$ cat src/rtl/multi_run_detector.sv
// multi_run_detector
// Multi-channel run-length detector. Every channel runs its own Moore FSM
// (IDLE -> RUN -> HIT -> HOLD). A channel flags a hit when it sees RUN_LEN
// consecutive valid samples equal to the selected polarity. The flag is either
// a one-cycle pulse (HIT only) or a held level (HIT or HOLD). A shared
// saturating counter totals hit events across all channels.
module multi_run_detector #(
    parameter int NUM_CH  = 4,
    parameter int RUN_LEN = 2,
    parameter int CNT_W   = 8
) (
    input  logic              clk,
    input  logic              rst,
    input  logic [NUM_CH-1:0] in,
    input  logic              in_valid,
    input  logic              polarity,
    input  logic              level_mode,
    input  logic              clr_cnt,
    output logic [NUM_CH-1:0] out,
    output logic [CNT_W-1:0]  hit_cnt
);

    // Run counter must hold the values 0..RUN_LEN.
    localparam int RC_W  = $clog2(RUN_LEN + 1);
    // Per-cycle hit sum holds 0..NUM_CH.
    localparam int SUM_W = $clog2(NUM_CH + 1);
    // Widened accumulator so the saturating add can never wrap.
    localparam int ACC_W = CNT_W + SUM_W;

    localparam logic [CNT_W-1:0] CNT_MAX     = '1;
    localparam logic [RC_W-1:0]  RC_ONE      = RC_W'(1);
    localparam logic [RC_W-1:0]  RC_RUN_LEN  = RC_W'(RUN_LEN);

    typedef enum logic [1:0] {
        S_IDLE = 2'd0,
        S_RUN  = 2'd1,
        S_HIT  = 2'd2,
        S_HOLD = 2'd3
    } state_t;

    // ------------------------------------------------------------------
    // Shared polarity tracking
    // ------------------------------------------------------------------
    logic pol_q_reg;
    logic pol_change;

    // Registered copy of polarity; a change restarts every channel.
    always_ff @(posedge clk) begin
        if (rst) begin
            pol_q_reg <= 1'b1;
        end else begin
            pol_q_reg <= polarity;
        end
    end

    // On a polarity change edge the samples are discarded, so it suppresses
    // both match and miss below.
    assign pol_change = (polarity != pol_q_reg);

    // ------------------------------------------------------------------
    // Per-channel FSMs
    // ------------------------------------------------------------------
    logic [NUM_CH-1:0] hit_flag;
    logic [NUM_CH-1:0] hold_flag;

    generate
        for (genvar gi = 0; gi < NUM_CH; gi++) begin : g_ch
            state_t          state_reg;
            state_t          state_next;
            logic [RC_W-1:0] rc_reg;
            logic [RC_W-1:0] rc_next;
            logic [RC_W-1:0] rc_plus;
            logic            match;
            logic            miss;

            assign match   = in_valid & ~pol_change & (in[gi] == pol_q_reg);
            assign miss    = in_valid & ~pol_change & (in[gi] != pol_q_reg);
            assign rc_plus = rc_reg + RC_ONE;

            // State and run counter registers for this channel.
            always_ff @(posedge clk) begin
                if (rst) begin
                    state_reg <= S_IDLE;
                    rc_reg    <= '0;
                end else begin
                    state_reg <= state_next;
                    rc_reg    <= rc_next;
                end
            end

            // Next-state logic; an invalid cycle freezes everything except
            // HIT, which always moves on so a pulse lasts a single cycle.
            always_comb begin
                state_next = state_reg;
                rc_next    = rc_reg;
                if (pol_change) begin
                    state_next = S_IDLE;
                    rc_next    = '0;
                end else begin
                    case (state_reg)
                        S_IDLE: begin
                            if (match) begin
                                rc_next    = RC_ONE;
                                state_next = (RUN_LEN == 1) ? S_HIT : S_RUN;
                            end
                        end
                        S_RUN: begin
                            if (match) begin
                                rc_next    = rc_plus;
                                state_next = (rc_plus == RC_RUN_LEN) ? S_HIT : S_RUN;
                            end else if (miss) begin
                                rc_next    = '0;
                                state_next = S_IDLE;
                            end
                        end
                        S_HIT: begin
                            if (miss) begin
                                rc_next    = '0;
                                state_next = S_IDLE;
                            end else begin
                                state_next = S_HOLD;
                            end
                        end
                        S_HOLD: begin
                            // rc stays at RUN_LEN while holding; it never wraps.
                            if (miss) begin
                                rc_next    = '0;
                                state_next = S_IDLE;
                            end
                        end
                        default: begin
                            rc_next    = '0;
                            state_next = S_IDLE;
                        end
                    endcase
                end
            end

            // Moore decode of the registered state.
            always_comb begin
                hit_flag[gi]  = (state_reg == S_HIT);
                hold_flag[gi] = (state_reg == S_HOLD);
            end
        end
    endgenerate

    // Output mode is applied combinationally so it takes effect immediately.
    always_comb begin
        if (level_mode) begin
            out = hit_flag | hold_flag;
        end else begin
            out = hit_flag;
        end
    end

    // ------------------------------------------------------------------
    // Shared saturating hit counter
    // ------------------------------------------------------------------
    logic [SUM_W-1:0] hit_sum;
    logic [ACC_W-1:0] cnt_wide;
    logic [CNT_W-1:0] hit_cnt_reg;
    logic [CNT_W-1:0] hit_cnt_next;

    // Number of channels sitting in HIT this cycle.
    always_comb begin
        hit_sum = '0;
        for (int c = 0; c < NUM_CH; c++) begin
            hit_sum = hit_sum + SUM_W'(hit_flag[c]);
        end
    end

    // Saturating accumulate; clear overrides any hits on the same edge.
    always_comb begin
        cnt_wide = ACC_W'(hit_cnt_reg) + ACC_W'(hit_sum);
        if (clr_cnt) begin
            hit_cnt_next = '0;
        end else if (cnt_wide > ACC_W'(CNT_MAX)) begin
            hit_cnt_next = CNT_MAX;
        end else begin
            hit_cnt_next = cnt_wide[CNT_W-1:0];
        end
    end

    // Counter register.
    always_ff @(posedge clk) begin
        if (rst) begin
            hit_cnt_reg <= '0;
        end else begin
            hit_cnt_reg <= hit_cnt_next;
        end
    end

    assign hit_cnt = hit_cnt_reg;

endmodule

$ cat config.mk
export PLATFORM = sky130hd
export DESIGN_NAME = multi_run_detector
export DESIGN_NICKNAME = d
export VERILOG_FILES = /design/src/rtl/multi_run_detector.sv
export SDC_FILE = /design/constraint.sdc
export NUM_CORES = 1
export LEC_CHECK = 0
export CAP_MARGIN = 20
export CORE_AREA = 2 2 82 53
export CTS_BUF_LIST = sky130_fd_sc_hd__clkbuf_16
export CTS_CLUSTER_DIAMETER = 100
export CTS_CLUSTER_SIZE = 20
export DETAILED_ROUTE_END_ITERATION = 6
export DIE_AREA = 0 0 84 55
export PLACE_DENSITY = 0.65
export SLEW_MARGIN = 20
export SYNTH_ARGS = -nofsm -noshare
export SYNTH_HDL_FRONTEND = slang
export SYNTH_SLANG_ARGS = --single-unit
export TNS_END_PERCENT = 100
$ cat constraint.sdc
create_clock -name clk -period 2.8 [get_ports clk]
set_clock_uncertainty 0.1 [all_clocks]
set_input_delay 0.56 -clock clk [delete_from_list [all_inputs] [get_ports clk]]
set_output_delay 0.56 -clock clk [all_outputs]
set_load 0.01 [all_outputs]
==> summary.md, run 1 <==
| Metric | Value |
|---|---|
| Result of the run | `finished clean` |
| Most frequent cells in the layout | `dfxtp_1, clkdlybuf4s50_1, a21oi_1` |
| Dominant delay contributor by cell family on the critical path | `adder cells` |
| Number of CTS-inserted buffers | `3` |
| Routed via count divided by cell count | `5.357` |
| Required @ worst endpoint | `~2.9 ns` |
| Max Transition Viols Final | `0` |
| Most instantiated flip-flop cell in the synthesis netlist | `dfxtp_1` |
| Number of fillers in the final layout | `368` |
| Row count | `18` |
| Num Clock Sinks | `25` |
| Grt ovf | `0` |
| Type of destination of the critical path | `flip-flop` |
| Async S/R FF share, synth | `0` |
| Max rail drop VDD | `228.8 uV` |
| Die height | `55 um` |
| Share of cells above drive strength 1 | `0.1279` |
| Worst setup slack before clock tree synthesis | `around 0.13 ns` |
| Worst slew slack as a fraction of its limit | `0.6946` |
| Number of antenna violations at the first check in global routing | `0` |
| Final setup violating endpoints | `0` |
| Mapped Cells | `196` |
| CTS Hold Bufs | `0` |
| Biggest cell delay along the critical path | `0.38 ns` |
| Final worst-path setup slack | `0.1775 ns` |
| Final TNS setup | `0 ns` |
| First-pass detailed-route iteration total | `4` |
| Die Footprint | `0.004620 mm2` |
| First-pass GRT wire length | `approximately 6 mm` |
| Die span in x | `84 um` |
| Final WL | `3.719 mm` |
| I/O pin count | `22` |
| Synthesized cell area | `around 0.0017 mm2` |
| Number of H-tree levels | `1` |
| Clk pin slew, worst setup/hold paths | `0.07 ns` |
| Register cell area after layout | `~500 um2` |
| Final min period | `approximately 2.6 ns` |
| Yosys cell types | `57` |
| Critical Path Slowest Stage Cell | `fa_1` |
| Post-CTS Setup Repair Bufs | `0` |
| Global placer's final weighted congestion | `0.8308` |
| Slew at the pin closest to its max-slew limit | `0.4575 ns` |
| Number of antenna cells inserted | `0` |
| Nets | `around 240` |
| Initial Utilization | `0.4271` |
| Part of the Yosys area used for sequential elements | `0.3008` |
| RSZ-0062 raised after global routing | `no` |
| Number of synthesized flops with an enable pin | `0` |
| DRC | `0` |
| Arr. time, crit path | `between 2 and 3 ns` |
| Share of the synthesized area in the top cell type | `0.3008` |
| Ratio of final minimum period to clock period | `0.9366` |
| Ranking of synthesized cells by area | `dfxtp_1, a21oi_1, ha_1` |
| Leak Pwr | `0.7295 nW` |
| Detailed router's first-iteration violation count | `71` |
| Routed via count | `approximately 1400` |
| Tot GR Track Use | `0.1651` |
| Maximum net fanout on the critical path | `6` |
| Syn nets | `roughly 210` |
| Mean cell area of the mapped netlist | `8.490 um2` |
| Multi-input gate area in the final layout | `0.001050 mm2` |
| CTS max path bufs | `2` |
| Most Frequent Cell on Critical Path | `inv_1` |
| TritonCTS clock tree | `done` |
| Power density over cell area | `just under 400 mW/mm2` |
| Placed wire-length estimate after detailed placement | `between 2 and 3 mm` |
| Clock root buffer master | `clkbuf_16` |
| Core Footprint | `0.003896 mm2` |
| Latest clock arrival within the worst-skew pair | `roughly 0.26 ns` |
| Crit path buf inv count | `2` |
| Via count of the first global-routing pass | `between 1000 and 1500` |
| Setup crit start kind | `flip-flop` |
| Setup CP Type | `flip-flop to flip-flop` |
| Max-cap violations | `0` |
| Maximum operating frequency | `about 380 MHz` |
| Wire per inst | `roughly 14 um` |
| PortBufs | `21` |
| Hold violation count in the final report | `0` |
| Class of the tightest hold or removal check | `flip-flop to flip-flop` |
| Pin count of the biggest net entering global routing | `19` |
| Warning count from the yosys run | `0` |
| FF+latch count, synth | `25` |
| Cell chain of the critical path | `nand2b_1 -> xnor2_1 -> ha_1 -> inv_1 -> fa_1 -> inv_1 -> fa_2 -> and3_1 -> nand3_1 -> or2_2 -> a21oi_1` |
| Most common cell after layout, fill and taps aside | `dfxtp_1` |
| Post-synthesis to final-layout area growth | `21.35%` |
| Flop2flop setup slack | `around 0.18 ns` |
| Remaining number of nets flagged by the antenna check after routing | `0` |
| Cell taking the most area after synthesis | `dfxtp_1` |
==> worst paths after layout <==
kind                                      startpoint           endpoint  cells past startpoint
worst max-delay path            g_ch[0].state_reg[1]         hit_cnt[0]                     11
worst min-delay path               g_ch[0].rc_reg[1]  g_ch[0].rc_reg[1]                      2
worst max register to register  g_ch[0].state_reg[1]         hit_cnt[0]                     11
worst min register to register     g_ch[0].rc_reg[1]  g_ch[0].rc_reg[1]                      2
==> synthesized netlist by cell type (2+ instances only) <==
library cell / count
nand3b_1: 2
o21ai_0: 9
nor3b_1: 3
o21ai_1: 3
a21oi_1: 15
nand3_1: 7
o22ai_1: 2
or3_1: 3
buf_6: 2
and3b_1: 2
or2_2: 4
nor3_1: 5
xnor2_1: 4
o2111ai_1: 2
and3_1: 4
buf_4: 2
clkbuf_1: 3
nand2_1: 9
nor2b_1: 4
a31oi_1: 5
mux2i_1: 5
ha_1: 6
buf_2: 3
o211ai_1: 2
fa_1: 2
nand2b_1: 8
inv_1: 14
a211oi_2: 2
dfxtp_1: 25
nor2_1: 8
xor2_1: 5
==> metrics by stage <==
| stage | power [W] | hold WS (ns) | instances | utilization | instance area [um2] |
|---|---|---|---|---|---|
| CTS | 0.0008115 | 0.3893 | 269 | 0.5173 | 2016 |
| detailed placement | 0.0004797 | 0.3786 | 265 | 0.4961 | 1933 |
| finish | 0.0008021 | 0.3786 | 269 | 0.5183 | 2019 |
| floorplan | 0.0004456 | 0.3374 | 196 | - | 1664 |
| global placement | 0.0004797 | 0.3688 | 265 | 0.4961 | 1933 |
| global route | 0.0008337 | 0.3978 | 269 | 0.5183 | 2019 |
==> area by class of cell <==
cell class,count,share of cell area
Clock buffer,3,0.03717
Clock inverter,1,0.003717
Inverter,14,0.02602
Multi-Input combinational cell,147,0.5198
Sequential cell,25,0.2485
Tap cell,50,0.03098
Timing Repair Buffer,29,0.1338
==> cells by family (layout without fill, tap and decap cells) <==
| logic type | after synthesis | count (layout) | synth area share |
|---|---|---|---|
| and+or+nand+nor | 67 | 67 | 0.2353 |
| DFF | 25 | 25 | 0.3008 |
| xor gates and xnor gates | 10 | 10 | 0.05714 |
| muxes | 6 | 6 | 0.03684 |
| AOI/OAI and AO/OA | 56 | 56 | 0.2308 |
| adders and majority gates | 8 | 8 | 0.06917 |
| buffers and inverters | 24 | 47 | 0.06992 |
==> repair_timing <==
item                                    in CTS  in global routing
gates resized for setup                      0                  2
endpoints found under the setup margin       0                  4
endpoints found under the hold margin        0                  0
==> per-layer routing <==
| layer | vias up | routed length, um | GRT usage |
|---|---|---|---|
| li1 | 755 | - | - |
| met2 | 33 | 1320 | 0.2093 |
| met1 | 651 | 2221 | 0.2711 |
| met5 | - | 0 | 0 |
| met3 | 2 | 165 | 0.04006 |
| met4 | 0 | 12 | 0.02419 |
==> worst reg2reg max path, stage by stage (launching register included) <==
cell and delay [ns]:
dfxtp_2 0.37, nand2b_1 0.09, xnor2_1 0.13, ha_1 0.28, inv_1 0.05, fa_1 0.38
inv_1 0.10, fa_2 0.24, and3_1 0.22, nand3_1 0.11, or2_2 0.35, a21oi_1 0.14
==> power breakdown <==
group          leakage [nW]  internal [W]  switching (W)
clock                0.0371      0.000194       0.000135
sequential            0.203      0.000360     0.00000716
combinational         0.490     0.0000487      0.0000567
(Power assumes the default switching activity.)
==> inputs of run 2 (changes only) <==
Settings changed: ABC_AREA set to 1, CORE_AREA 2 2 82 53 to 2 2 80 51, DIE_AREA 0 0 84 55 to 0 0 82 53, GPL_ROUTABILITY_DRIVEN set to 1, PLACE_DENSITY 0.65 to 0.66.
==> run 2 against run 1 <==
  * Sequential share of layout area up 1.4 points
  * Register-to-register slack gained 0.12 ns
  * Sequential cell count stayed put
  * Die area is 5.9% lower
  * Clock power down 3%
  * Maximum frequency grew 4.8%
  * Non-clock buffer count down 7
  * Combinational power down 14%
  * Synthesized cell count rose by 15%
  * Final cell count up 10%
  * Largest power group unchanged
==> summary.md, run 2 <==
| Metric | Value |
|---|---|
| Switch share | `0.2425` |
| Die Footprint | `roughly 0.0043 mm2` |
| Hold violation count in the final report | `0` |
| Die span in x | `about 80 um` |
| CTS Hold Bufs | `0` |
| Net switching power | `0.0001880 W` |
| Final WL | `between 3 and 4 mm` |
| Arr. time, crit path | `between 2 and 3 ns` |
| Post-route cell area | `0.001919 mm2` |
| Grt ovf | `0` |
| Number of antenna cells inserted | `0` |
| Warning count from the yosys run | `0` |
| First-pass GRT wire length | `around 5.5 mm` |
| First-pass detailed-route iteration total | `4` |
| Mapped Cells | `around 230` |
| Placed wire-length estimate after detailed placement | `2.475 mm` |
| Synthesized cell area | `between 0.0015 and 0.002 mm2` |
| Share of cells above drive strength 1 | `0.1160` |
| I/O pin count | `22` |
| Mean cell area of the mapped netlist | `just under 7 um2` |
| Latest clock arrival within the worst-skew pair | `0.26 ns` |
| Max-cap violations | `0` |
| Nets | `~270` |
| Hold Path Origin | `g_ch[3].rc_reg[1]` |
| FF+latch count, synth | `25` |
| Ratio of final minimum period to clock period | `0.8935` |
| Clk pin slew, worst setup/hold paths | `around 0.060 ns` |
| Most common cell in the synthesized netlist | `nand2_1` |
| Power density over cell area | `404.0 mW/mm2` |
| Most common cell after layout, fill and taps aside | `nand2_1` |
| Internal power | `0.0005873 W` |
| Maximum operating frequency | `399.7 MHz` |
| Routed via count divided by cell count | `4.700` |
| Required @ worst endpoint | `2.90 ns` |
| Slew at the pin closest to its max-slew limit | `0.4950 ns` |
| DRC | `0` |
| Comb pwr share | `0.116` |
| Clock root buffer master | `clkbuf_16` |
| Detailed router's first-iteration violation count | `79` |
| Max Transition Viols Final | `0` |
| Remaining number of nets flagged by the antenna check after routing | `0` |
| Ranking of synthesized cells by area | `dfxtp_1, nand2_1, inv_1` |
| PortBufs | `21` |
| Routed via count | `between 1000 and 1500` |
| Instance area after placement | `around 0.0018 mm2` |
| Class of the tightest hold or removal check | `flip-flop to flip-flop` |
| Final setup violating endpoints | `0` |
| Number of antenna violations at the first check in global routing | `0` |
| Row count | `17` |
| Result of the run | `finished clean` |
| Reg-to-Reg Start | `g_ch[0].state_reg[0]` |
| Async S/R FF share, synth | `0` |
| Number of H-tree levels | `1` |
| Post-synthesis to final-layout area growth | `22.52%` |
| Number of CTS-inserted buffers | `3` |
| Leak Pwr | `0.8473 nW` |
| RSZ-0062 raised after global routing | `no` |
| Number of synthesized flops with an enable pin | `0` |
| Post-CTS Setup Repair Bufs | `0` |
| Tot GR Track Use | `0.1686` |
| Type of destination of the critical path | `flip-flop` |
| CTS max path bufs | `2` |
| Final TNS setup | `0 ns` |
| Share of the synthesized area in the top cell type | `0.3195` |
| Core Footprint | `0.003573 mm2` |
| TritonCTS clock tree | `done` |
| Sequential cell fraction of total power | `0.473` |
| Setup crit start kind | `flip-flop` |
| Worst slew slack as a fraction of its limit | `0.6696` |
| Setup CP Type | `flip-flop to flip-flop` |
| Pin count of the biggest net entering global routing | `15` |
| Num Clock Sinks | `25` |
| Die height | `roughly 53 um` |
| Most instantiated flip-flop cell in the synthesis netlist | `dfxtp_1` |
| Cell taking the most area after synthesis | `dfxtp_1` |
| Most frequent cells in the layout | `nand2_1, inv_1, dfxtp_1` |
| Final min period | `2.502 ns` |
| Maximum net fanout on the critical path | `4` |
| Via count of the first global-routing pass | `around 1200` |
| Most used standard cells in the synthesized netlist | `nand2_1, inv_1, dfxtp_1` |
| Global placer's final weighted congestion | `roughly 0.83` |
| Wire per inst | `10.44 um` |
| Worst-case hold slack | `0.3644 ns` |
| CP Launch Point | `g_ch[0].state_reg[0]` |
| Syn nets | `243` |
| Part of the Yosys area used for sequential elements | `0.3195` |
| Initial Utilization | `0.4384` |
| Number of resized instances in the post-cts repair step | `0` |
| Yosys cell types | `33` |
| Clock network power share | `0.411` |
| Max rail drop VDD | `249.5 uV` |
run 2: area by class of cell:
class / count / area [um2]
fill: 344 / 1654
tap: 47 / 58.81
clock buffer: 3 / 75.07
timing repair buffer: 22 / 217.7
clock inverter: 1 / 5.005
multi-input combinational: 163 / 917.1
sequential: 25 / 503.0
inverter: 36 / 142.6
run 2: power by group through the flow:
stage | logic (W) | registers [W] | clock network [W]
after detailed placement | 0.0000900 | 0.000375 | 0
after CTS | 0.0000904 | 0.000367 | 0.000329
after floorplan | 0.0000634 | 0.000371 | 0
final | 0.0000898 | 0.000367 | 0.000319
after global placement | 0.0000901 | 0.000375 | 0
after global routing | 0.000102 | 0.000367 | 0.000344
run 2: kinds of logic after synthesis:
logic type / synth area share
AOI/OAI and AO/OA: 0.1078
DFF: 0.3195
xor gates and xnor gates: 0.03355
buffers and inverters: 0.09824
and+or+nand+nor: 0.3674
adders and majority gates: 0.07348
run 2: path summary, 6_finish.rpt:
| kind | cells past startpoint | slack [ns] | end |
|---|---|---|---|
| max reg2reg | 17 | 0.30 | hit_cnt[5] |
| min reg2reg | 2 | 0.36 | g_ch[3].rc_reg[1] |
| min | 2 | 0.36 | g_ch[3].rc_reg[1] |
| max | 17 | 0.30 | hit_cnt[5] |
run 2: critical path, stage by stage, from the launching register on:
cell	delay (ns)
dfxtp_2	0.35
inv_1	0.07
nand2_1	0.08
xor2_1	0.14
inv_1	0.05
ha_1	0.26
inv_1	0.04
fa_1	0.34
inv_1	0.11
fa_2	0.22
nand2_1	0.07
inv_2	0.07
nand3_1	0.09
nor2_2	0.15
inv_1	0.10
nand3_1	0.09
nand2_1	0.05
inv_1	0.05
run 2: per-stage QoR:
stage,utilization,instances,total power [W],setup WS [ns]
6_report,0.5371,297,0.0007753,0.2981
5_1_grt,0.5371,297,0.0008131,0.006917
4_1_cts,0.5350,297,0.0007861,0.2120
3_5_place_dp,0.5126,293,0.0004648,0.2311
3_3_place_gp,0.5126,293,0.0004651,0.3144
2_1_floorplan,-,225,0.0004345,0.4476
run 2: layer usage:
metal | vias up | share of wire | track usage
met4 | 0 | 0.0032 | 0.02500
met1 | 588 | 0.55 | 0.2547
met5 | - | 0 | 0
li1 | 770 | - | -
met2 | 36 | 0.38 | 0.2398
met3 | 2 | 0.066 | 0.04608
